## config.mk

```make
export PLATFORM = sky130hd
export DESIGN_NAME = pe_inst_sequencer
export DESIGN_NICKNAME = d
export VERILOG_FILES = /design/src/rtl/pe_inst_sequencer_pkg.sv /design/src/rtl/pe_inst_sequencer_seq_imem.sv /design/src/rtl/pe_inst_sequencer.sv
export SDC_FILE = /design/constraint.sdc
export NUM_CORES = 1
export LEC_CHECK = 0
export ABC_CLOCK_PERIOD_IN_PS = 15650
export BUFFER_PORTS_ARGS = -buffer_cell sky130_fd_sc_hd__buf_2
export CAP_MARGIN = 20
export CORE_UTILIZATION = 45
export CTS_CLUSTER_DIAMETER = 120
export DETAILED_ROUTE_END_ITERATION = 10
export SLEW_MARGIN = 20
export SYNTH_ARGS = -nofsm -noshare
export SYNTH_HDL_FRONTEND = slang
export SYNTH_SLANG_ARGS = --single-unit
```

## constraint.sdc

```tcl
create_clock -name clk -period 15.65 [get_ports clk]
set_clock_uncertainty 0.15 [all_clocks]
set_input_delay 0.7825 -clock clk [delete_from_list [all_inputs] [get_ports clk]]
set_output_delay 0.7825 -clock clk [all_outputs]
set_load 0.005 [all_outputs]
```

## src/rtl/pe_inst_sequencer_pkg.sv

```systemverilog
// Shared types and constants for the PE instruction sequencer.
// Optional feature macro: SEQ_LOOP_EN (program repeat count).
package pe_inst_sequencer_pkg;

  localparam int INST_WIDTH = 64;
  localparam int OPC_HI     = 26;
  localparam int OPC_LO     = 24;

  localparam logic [2:0] OP_LOAD = 3'b000;
  localparam logic [2:0] OP_ADD  = 3'b001;
  localparam logic [2:0] OP_SUB  = 3'b010;
  localparam logic [2:0] OP_MUL  = 3'b011;
  localparam logic [2:0] OP_ADDI = 3'b101;
  localparam logic [2:0] OP_SUBI = 3'b110;
  localparam logic [2:0] OP_MULI = 3'b111;

  typedef enum logic [1:0] {
    ST_IDLE  = 2'd0,
    ST_RUN   = 2'd1,
    ST_DRAIN = 2'd2,
    ST_DONE  = 2'd3
  } seq_state_e;

  // Same rule the PE decoder uses to decide a word produces a result.
  function automatic logic is_compute(
    input logic [INST_WIDTH-1:0] w
  );
    return w[OPC_HI:OPC_LO] != OP_LOAD;
  endfunction

endpackage

```

## src/rtl/pe_inst_sequencer_seq_imem.sv

```systemverilog
// Instruction memory: sync write, async read.
// No reset; contents survive rst_n.
module seq_imem #(
  parameter int DEPTH = 16,
  parameter int AW    = 4,
  parameter int W     = 64
) (
  input  logic          clk,
  input  logic          we,
  input  logic [AW-1:0] waddr,
  input  logic [W-1:0]  wdata,
  input  logic [AW-1:0] raddr,
  output logic [W-1:0]  rdata
);

  logic [W-1:0] mem [DEPTH];

  always_ff @(posedge clk) begin
    if (we) mem[waddr] <= wdata;
  end

  assign rdata = mem[raddr];

endmodule

```

## src/rtl/pe_inst_sequencer.sv

```systemverilog
// Issues stored instructions to the PE decoder and tracks retirement.
// Define SEQ_LOOP_EN to add the loop_cnt repeat input.
module pe_inst_sequencer
  import pe_inst_sequencer_pkg::*;
#(
  parameter int IMEM_DEPTH = 16,
  parameter int ADDR_W     = 4,
  parameter int PIPE_DELAY = 5,
  parameter int CNT_W      = 16
) (
  input  logic                  clk,
  input  logic                  rst_n,
  input  logic                  prog_we,
  input  logic [ADDR_W-1:0]     prog_addr,
  input  logic [INST_WIDTH-1:0] prog_data,
  input  logic [ADDR_W:0]       prog_len,
  input  logic                  start,
  input  logic                  hold,
  input  logic                  dout_v,
`ifdef SEQ_LOOP_EN
  input  logic [7:0]            loop_cnt,
`endif
  output logic [INST_WIDTH-1:0] inst,
  output logic                  inst_v,
  output logic                  busy,
  output logic                  done,
  output logic                  err
);

  localparam logic [7:0] WD_LAST = 8'(PIPE_DELAY + 3);

  seq_state_e state_q, state_d;
  logic [ADDR_W-1:0]     pc_q, pc_d;
  logic [ADDR_W:0]       len_q, len_d;
  logic [CNT_W-1:0]      issued_q, issued_d;
  logic [CNT_W-1:0]      retired_q, retired_d;
  logic [7:0]            drain_q, drain_d;
  logic                  err_q, err_d;
  logic [INST_WIDTH-1:0] inst_q, inst_d;
  logic                  inst_v_q, inst_v_d;
  logic [INST_WIDTH-1:0] rdata;
  logic                  last;
`ifdef SEQ_LOOP_EN
  logic [7:0]            lcnt_q, lcnt_d;
  logic [7:0]            loop_q, loop_d;
`endif

  seq_imem #(
    .DEPTH (IMEM_DEPTH),
    .AW    (ADDR_W),
    .W     (INST_WIDTH)
  ) u_imem (
    .clk   (clk),
    .we    (prog_we && state_q == ST_IDLE),
    .waddr (prog_addr),
    .wdata (prog_data),
    .raddr (pc_q),
    .rdata (rdata)
  );

  assign busy = (state_q == ST_RUN) || (state_q == ST_DRAIN);
  assign last = {1'b0, pc_q} == len_q - 1'b1;

  always_comb begin
    state_d   = state_q;
    pc_d      = pc_q;
    len_d     = len_q;
    issued_d  = issued_q;
    retired_d = retired_q;
    drain_d   = drain_q;
    err_d     = err_q;
    inst_d    = '0;
    inst_v_d  = 1'b0;
`ifdef SEQ_LOOP_EN
    lcnt_d    = lcnt_q;
    loop_d    = loop_q;
`endif
    if (busy && dout_v && retired_q != '1)
      retired_d = retired_q + 1'b1;
    unique case (state_q)
      ST_IDLE: begin
        if (start) begin
          len_d     = prog_len;
          pc_d      = '0;
          issued_d  = '0;
          retired_d = '0;
          drain_d   = '0;
          err_d     = 1'b0;
`ifdef SEQ_LOOP_EN
          lcnt_d    = loop_cnt;
          loop_d    = '0;
`endif
          state_d   = (prog_len == '0) ? ST_DONE : ST_RUN;
        end
      end
      ST_RUN: begin
        if (!hold) begin
          inst_d   = rdata;
          inst_v_d = 1'b1;
          pc_d     = pc_q + 1'b1;
          if (is_compute(rdata) && issued_q != '1)
            issued_d = issued_q + 1'b1;
          if (last) begin
`ifdef SEQ_LOOP_EN
            if (loop_q < lcnt_q) begin
              pc_d   = '0;
              loop_d = loop_q + 1'b1;
            end else begin
              state_d = ST_DRAIN;
            end
`else
            state_d = ST_DRAIN;
`endif
          end
        end
      end
      ST_DRAIN: begin
        if (retired_q == issued_q) begin
          state_d = ST_DONE;
        end else if (drain_q == WD_LAST) begin
          err_d   = 1'b1;
          state_d = ST_DONE;
        end else begin
          drain_d = drain_q + 1'b1;
        end
      end
      ST_DONE: state_d = ST_IDLE;
    endcase
  end

  always_ff @(posedge clk) begin
    if (!rst_n) begin
      state_q   <= ST_IDLE;
      pc_q      <= '0;
      len_q     <= '0;
      issued_q  <= '0;
      retired_q <= '0;
      drain_q   <= '0;
      err_q     <= 1'b0;
      inst_q    <= '0;
      inst_v_q  <= 1'b0;
`ifdef SEQ_LOOP_EN
      lcnt_q    <= '0;
      loop_q    <= '0;
`endif
    end else begin
      state_q   <= state_d;
      pc_q      <= pc_d;
      len_q     <= len_d;
      issued_q  <= issued_d;
      retired_q <= retired_d;
      drain_q   <= drain_d;
      err_q     <= err_d;
      inst_q    <= inst_d;
      inst_v_q  <= inst_v_d;
`ifdef SEQ_LOOP_EN
      lcnt_q    <= lcnt_d;
      loop_q    <= loop_d;
`endif
    end
  end

  assign inst   = inst_q;
  assign inst_v = inst_v_q;
  assign done   = state_q == ST_DONE;
  assign err    = err_q;

endmodule
```

Word-level counts from Yosys, hierarchy flattened
Memories as Yosys holds them, arrays and structs flattened. A register that Yosys moved wholly into a read port is not among the register bits.
Index checks and enable logic that the tools add are counted.
{"block": "word_totals", "n_memories": 1, "output_inout_bits": 68, "mem_bits_rw": 1024, "ff_bits": 117, "wordCells": 81, "input_bits": 79}
{"memory": "u_imem.mem", "depth": 16, "word_bits": 64, "read_ports": 1, "rd_clocked_by_memory_dff": 1, "wr": 1, "line_no": "pe_inst_sequencer_seq_imem.sv:16", "source": "logic [W-1:0] mem [DEPTH];"}
{"block": "op_classes", "n_addsub": 5, "n_eq_ne": 16, "n_reduce_logical": 18, "muxes": 30, "bitwise_logic": 2}
{"operator": "16-bit 2-to-1 mux", "n": 6}
{"operator": "16-bit by 1-bit adder with 16-bit output (second input constant)", "n": 2}
{"operator": "16-bit inequality test (second input constant)", "n": 2}
{"operator": "16-bit case mux with 2 select lines", "n": 1}
{"operator": "8-bit 2-to-1 mux", "n": 3}
{"operator": "16-bit == test", "n": 1}
{"operator": "4-bit 2-to-1 mux", "n": 4}
{"operator": "8-bit case mux with 2 select lines", "n": 1}
{"operator": "4-bit AND reduction", "n": 4}
{"operator": "2-bit 2-to-1 mux", "n": 6}
{"operator": "2-bit inequality test (second input constant)", "n": 5}
{"operator": "8-bit by 1-bit adder with 8-bit output (second input constant)", "n": 1}
{"operator": "8-bit by 4-bit == test with 1-bit output (second input constant)", "n": 1}
{"operator": "2-bit case mux with 4 select lines", "n": 1}
{"operator": "4-bit case mux with 2 select lines", "n": 1}
{"operator": "1-bit 2-to-1 mux", "n": 6}
{"operator": "4-bit by 5-bit == test with 1-bit output", "n": 1}
{"operator": "5-bit zero test", "n": 1}
{"operator": "5-bit by 1-bit subtractor with 5-bit output (second input constant)", "n": 1}
{"operator": "4-bit by 1-bit adder with 4-bit output (second input constant)", "n": 1}
{"operator": "2-bit == test (second input constant)", "n": 2}
{"operator": "1-bit logical AND", "n": 4}
{"operator": "2-bit by 1-bit inequality test with 1-bit output (second input constant)", "n": 2}
{"operator": "2-bit AND reduction", "n": 2}
{"operator": "10 further kinds", "n": 12}

Logic depth before layout (Yosys ltp)
{"block": "depth", "word_depth": 7, "mapped_depth": 11}

Modules after synthesis
A second synthesis with hierarchy kept.
{"block": "hier_totals", "cells_unflattened": 2060, "hier_area_um2": 42893.6}
{"mod": "seq_imem", "seq_area_each_um2": 30749.5, "area_per_inst_um2": 38300.5, "n_inst": 1, "cells_each": 1583}
{"mod": "pe_inst_sequencer", "seq_area_each_um2": 2342.2, "area_per_inst_um2": 4593.2, "n_inst": 1, "cells_each": 477}

Worst setup path before layout
No wires, ideal clock.
{"block": "synth_timing", "kind": "reg2reg", "from": "register state_q[0]", "to": "memory u_imem.mem[0][0] (enable)", "setup_slack_ps": 9240, "setup_time_ps": 565, "arrival_time_ps": 5695, "required_time_ps": 14935, "stages_incl_launch_ff": 7, "synth_period_minus_slack_ps": 6410, "n_path_buf": 1, "path_cell_list": "dfxtp_1 > inv_1 > ha_1 > clkbuf_1 > nand2_1 > or3_1 > nor3_1"}
{"block": "synth_between", "elab_chain_cells": 4}
{"element": "start: declaration", "line_no": "pe_inst_sequencer.sv:32", "source": "seq_state_e state_q, state_d;"}
{"element": "start signal: assignment", "line_no": "pe_inst_sequencer.sv:147", "source": "state_q <= state_d;"}
{"element": "2-bit zero test", "line_no": "pe_inst_sequencer.sv:54", "source": ".we (prog_we && state_q == ST_IDLE),"}
{"element": "1-bit logical AND", "line_no": "pe_inst_sequencer.sv:54"}
{"element": "1-bit 2-to-1 mux", "line_no": "pe_inst_sequencer_seq_imem.sv:19", "source": "if (we) mem[waddr] <= wdata;"}
{"element": "1-bit 2-to-1 mux (not written as such)", "line_no": "pe_inst_sequencer_seq_imem.sv:19"}
{"element": "end: declaration", "line_no": "pe_inst_sequencer_seq_imem.sv:16"}
No other way between the ends.

==> metrics.txt <==
outcome=finished, final reports clean; Post-CTS Setup Bufs=0; first-pass GRT wire length=141000 µm; CP startpoint kind=register; Vias/cell=around 5.7; non-filler instance count after layout=roughly 3500; critical path class=register to register; Leak=approximately 15 nW; Yosys warning count=0; Clock Tree Buf Depth=3; post-route DRC violation count=0; drt total wl=between 90000 and 100000 µm; Syn Inst Count=1967; Min-Delay Path Class=input port to register; Crit Path Max Fanout=70; Post-layout nets=about 2300; WL/cell=between 20 and 30 µm; Max Clock Freq=241 MHz; io pins=about 150; pin count of the biggest net entering global routing=112; proportion of layout cells with a drive suffix above 1=around 30%; Relative slew margins=between 20 and 30%; number of core rows=around 110; synthesized net count=around 2000; Mapped Avg Cell Area=approximately 22 µm²; Detail Route Antenna Nets=0; max_cap viols=0; clock latency on the worst-skew pair=around 0.69 ns; worst-margin pin slew=1.08 ns; final worst path period share=around a quarter; commonest non-fill, non-tap cell in the layout=edfxtp_1; 1st-iter DRT viols=roughly 1800; GPL Wtd Cong=0.801; Fin Setup TNS=0 ns; PostCTS Resize Cnt=0; CTS tree=done; Layout area overhead=13.9%; via count=between 20000 and 25000; RSZ-0062 raised after global routing=false; Worst-path clk slew=approximately 0.060 ns; Total GRT Usage=roughly a fifth; Pre-antenna DRT Iters=8; Final Instance Area=approximately 0.049 mm²; Synth Register Bits=1145; worst path arrival time=~4.6 ns; vias in the first global route=about 21000; Synth Flop Type=edfxtp_1; Final Total Pwr=~6.7 mW; Setup WS post-layout=11.49 ns; post-cts hold buffer count=0; Placed Cells=approximately 3300; DPL Wire Length=about 48000 µm; Netlist Area Pre-Place=approximately 0.043 mm²; Place WS=roughly 11 ns; cts bufs inserted=about 120; die span in y=roughly 310 µm; async set-reset flop share out of synthesis=0%; most frequent cells in the layout=edfxtp_1 (1024), mux4_2 (317), buf_2 (146); Hold Fails Final Rpt=0; Core ar.=0.0952 mm²; clk root buf=clkbuf_16; Buffers on Ports=between 100 and 150; Area after DPL=0.0456 mm²; Overflow after GRT=0; Post-synth EDFFs=1024; Slew Limit Fails=0; Initial Util=between 40% and 50%; Final min period=between 4 and 5 ns; count of cell types in the netlist=52; H-tree lvl count=3; fill cell count=roughly 7400; final setup vio count=0; PD cells=around 140 mW/mm²; Worst setup EP type=register; Die Width=about 310 µm; Required @ worst endpoint=around 16 ns; post-synthesis sequential area ratio=between 70% and 80%; full die area=between 0.09 and 0.1 mm²; antenna violations before repair=12; Sink Count=around 1100; VDD IR-drop max=0.0845 mV
[cell families (layout without fill, tap and decap cells)]
group	count (synthesis)	count (layout)	share of synthesized area (%)
AO/OA/AOI/OAI	87	87	1.31
XOR/XNOR	31	31	0.628
adder cells (fa/ha/maj)	10	10	0.289
buffers and inverters	114	419	1.25
flip-flops	1145	1145	76.7
multiplexers	323	323	16.6
other	0	1	0
AND/OR/NAND/NOR	257	257	3.21
[sequential cells by signal (all words and copies together) (netlist names), named ones only]
register	cells
issued_q	16
pc_q	4
state_q	2
len_q	5
u_imem.mem	1024
inst	64
retired_q	16
inst_v	1
err	1
drain_q	8
[Yosys cell counts, types with 15 or more instances]
master / instances / share of area [%]
nand2_1: 39 / 0.34
inv_1: 23 / 0.20
dfxtp_1: 121 / 5.6
nand4_1: 15 / 0.22
nor3_1: 15 / 0.17
and2_1: 66 / 0.95
nand3_1: 28 / 0.32
xor2_1: 19 / 0.38
mux4_2: 317 / 17
edfxtp_1: 1024 / 71
a21oi_1: 37 / 0.43
clkbuf_1: 44 / 0.38
o21ai_0: 17 / 0.20
buf_2: 23 / 0.27
nor2_1: 41 / 0.36
[final timing paths]
path                       end         from  slack, ns  depth (start not counted)
hold / removal        len_q[2]  prog_len[2]       0.24                          3
hold reg to reg            err          err       0.33                          2
setup reg to reg  issued_q[11]     register      11.49                          7
setup / recovery  issued_q[11]     register      11.49                          7
[critical path, cell delays in order (launching register included)]
cell and delay, ns:
dfxtp_4 0.97, buf_4 0.92, mux4_2 0.41, nand3_1 0.11, nand3_1 0.16, o31ai_4 0.84, a211oi_1 0.18, o221a_2 0.28
[final cells by class]
cell class	count	area [µm²]	area share (%)
Antenna cell	1	2.50	0.00508
Tap cell	1265	1580	3.21
Timing Repair Buffer	180	1050	2.13
Sequential cell	1145	33200	67.4
Multi-Input combinational cell	708	9670	19.6
Inverter	23	86.3	0.175
Clock buffer	165	3240	6.58
Clock inverter	51	435	0.884
[layer usage]
| metal | up-vias | routed length (µm) | GRT usage [%] |
|---|---|---|---|
| met5 | - | 100 | 0 |
| met2 | 549 | 47700 | 32.6 |
| met3 | 121 | 5130 | 3.46 |
| li1 | 8625 | - | - |
| met1 | 11000 | 40900 | 27.5 |
| met4 | 14 | 1490 | 4.73 |
[per-stage QoR]
stage	util [%]	hold slack, ns
3_3_place_gp	47.8	0.311
5_1_grt	51.8	0.219
3_5_place_dp	47.9	0.319
2_1_floorplan	-	0.293
6_report	51.8	0.242
4_1_cts	51.7	0.186
[power breakdown]
| group | internal, mW | switching (mW) | leakage [nW] |
|---|---|---|---|
| Combinational | 0.259 | 0.302 | 3.36 |
| Sequential | 3.41 | 0.0394 | 10.2 |
| Clock | 1.51 | 1.14 | 1.82 |
No activity file was read; power rests on OpenSTA's default activity.
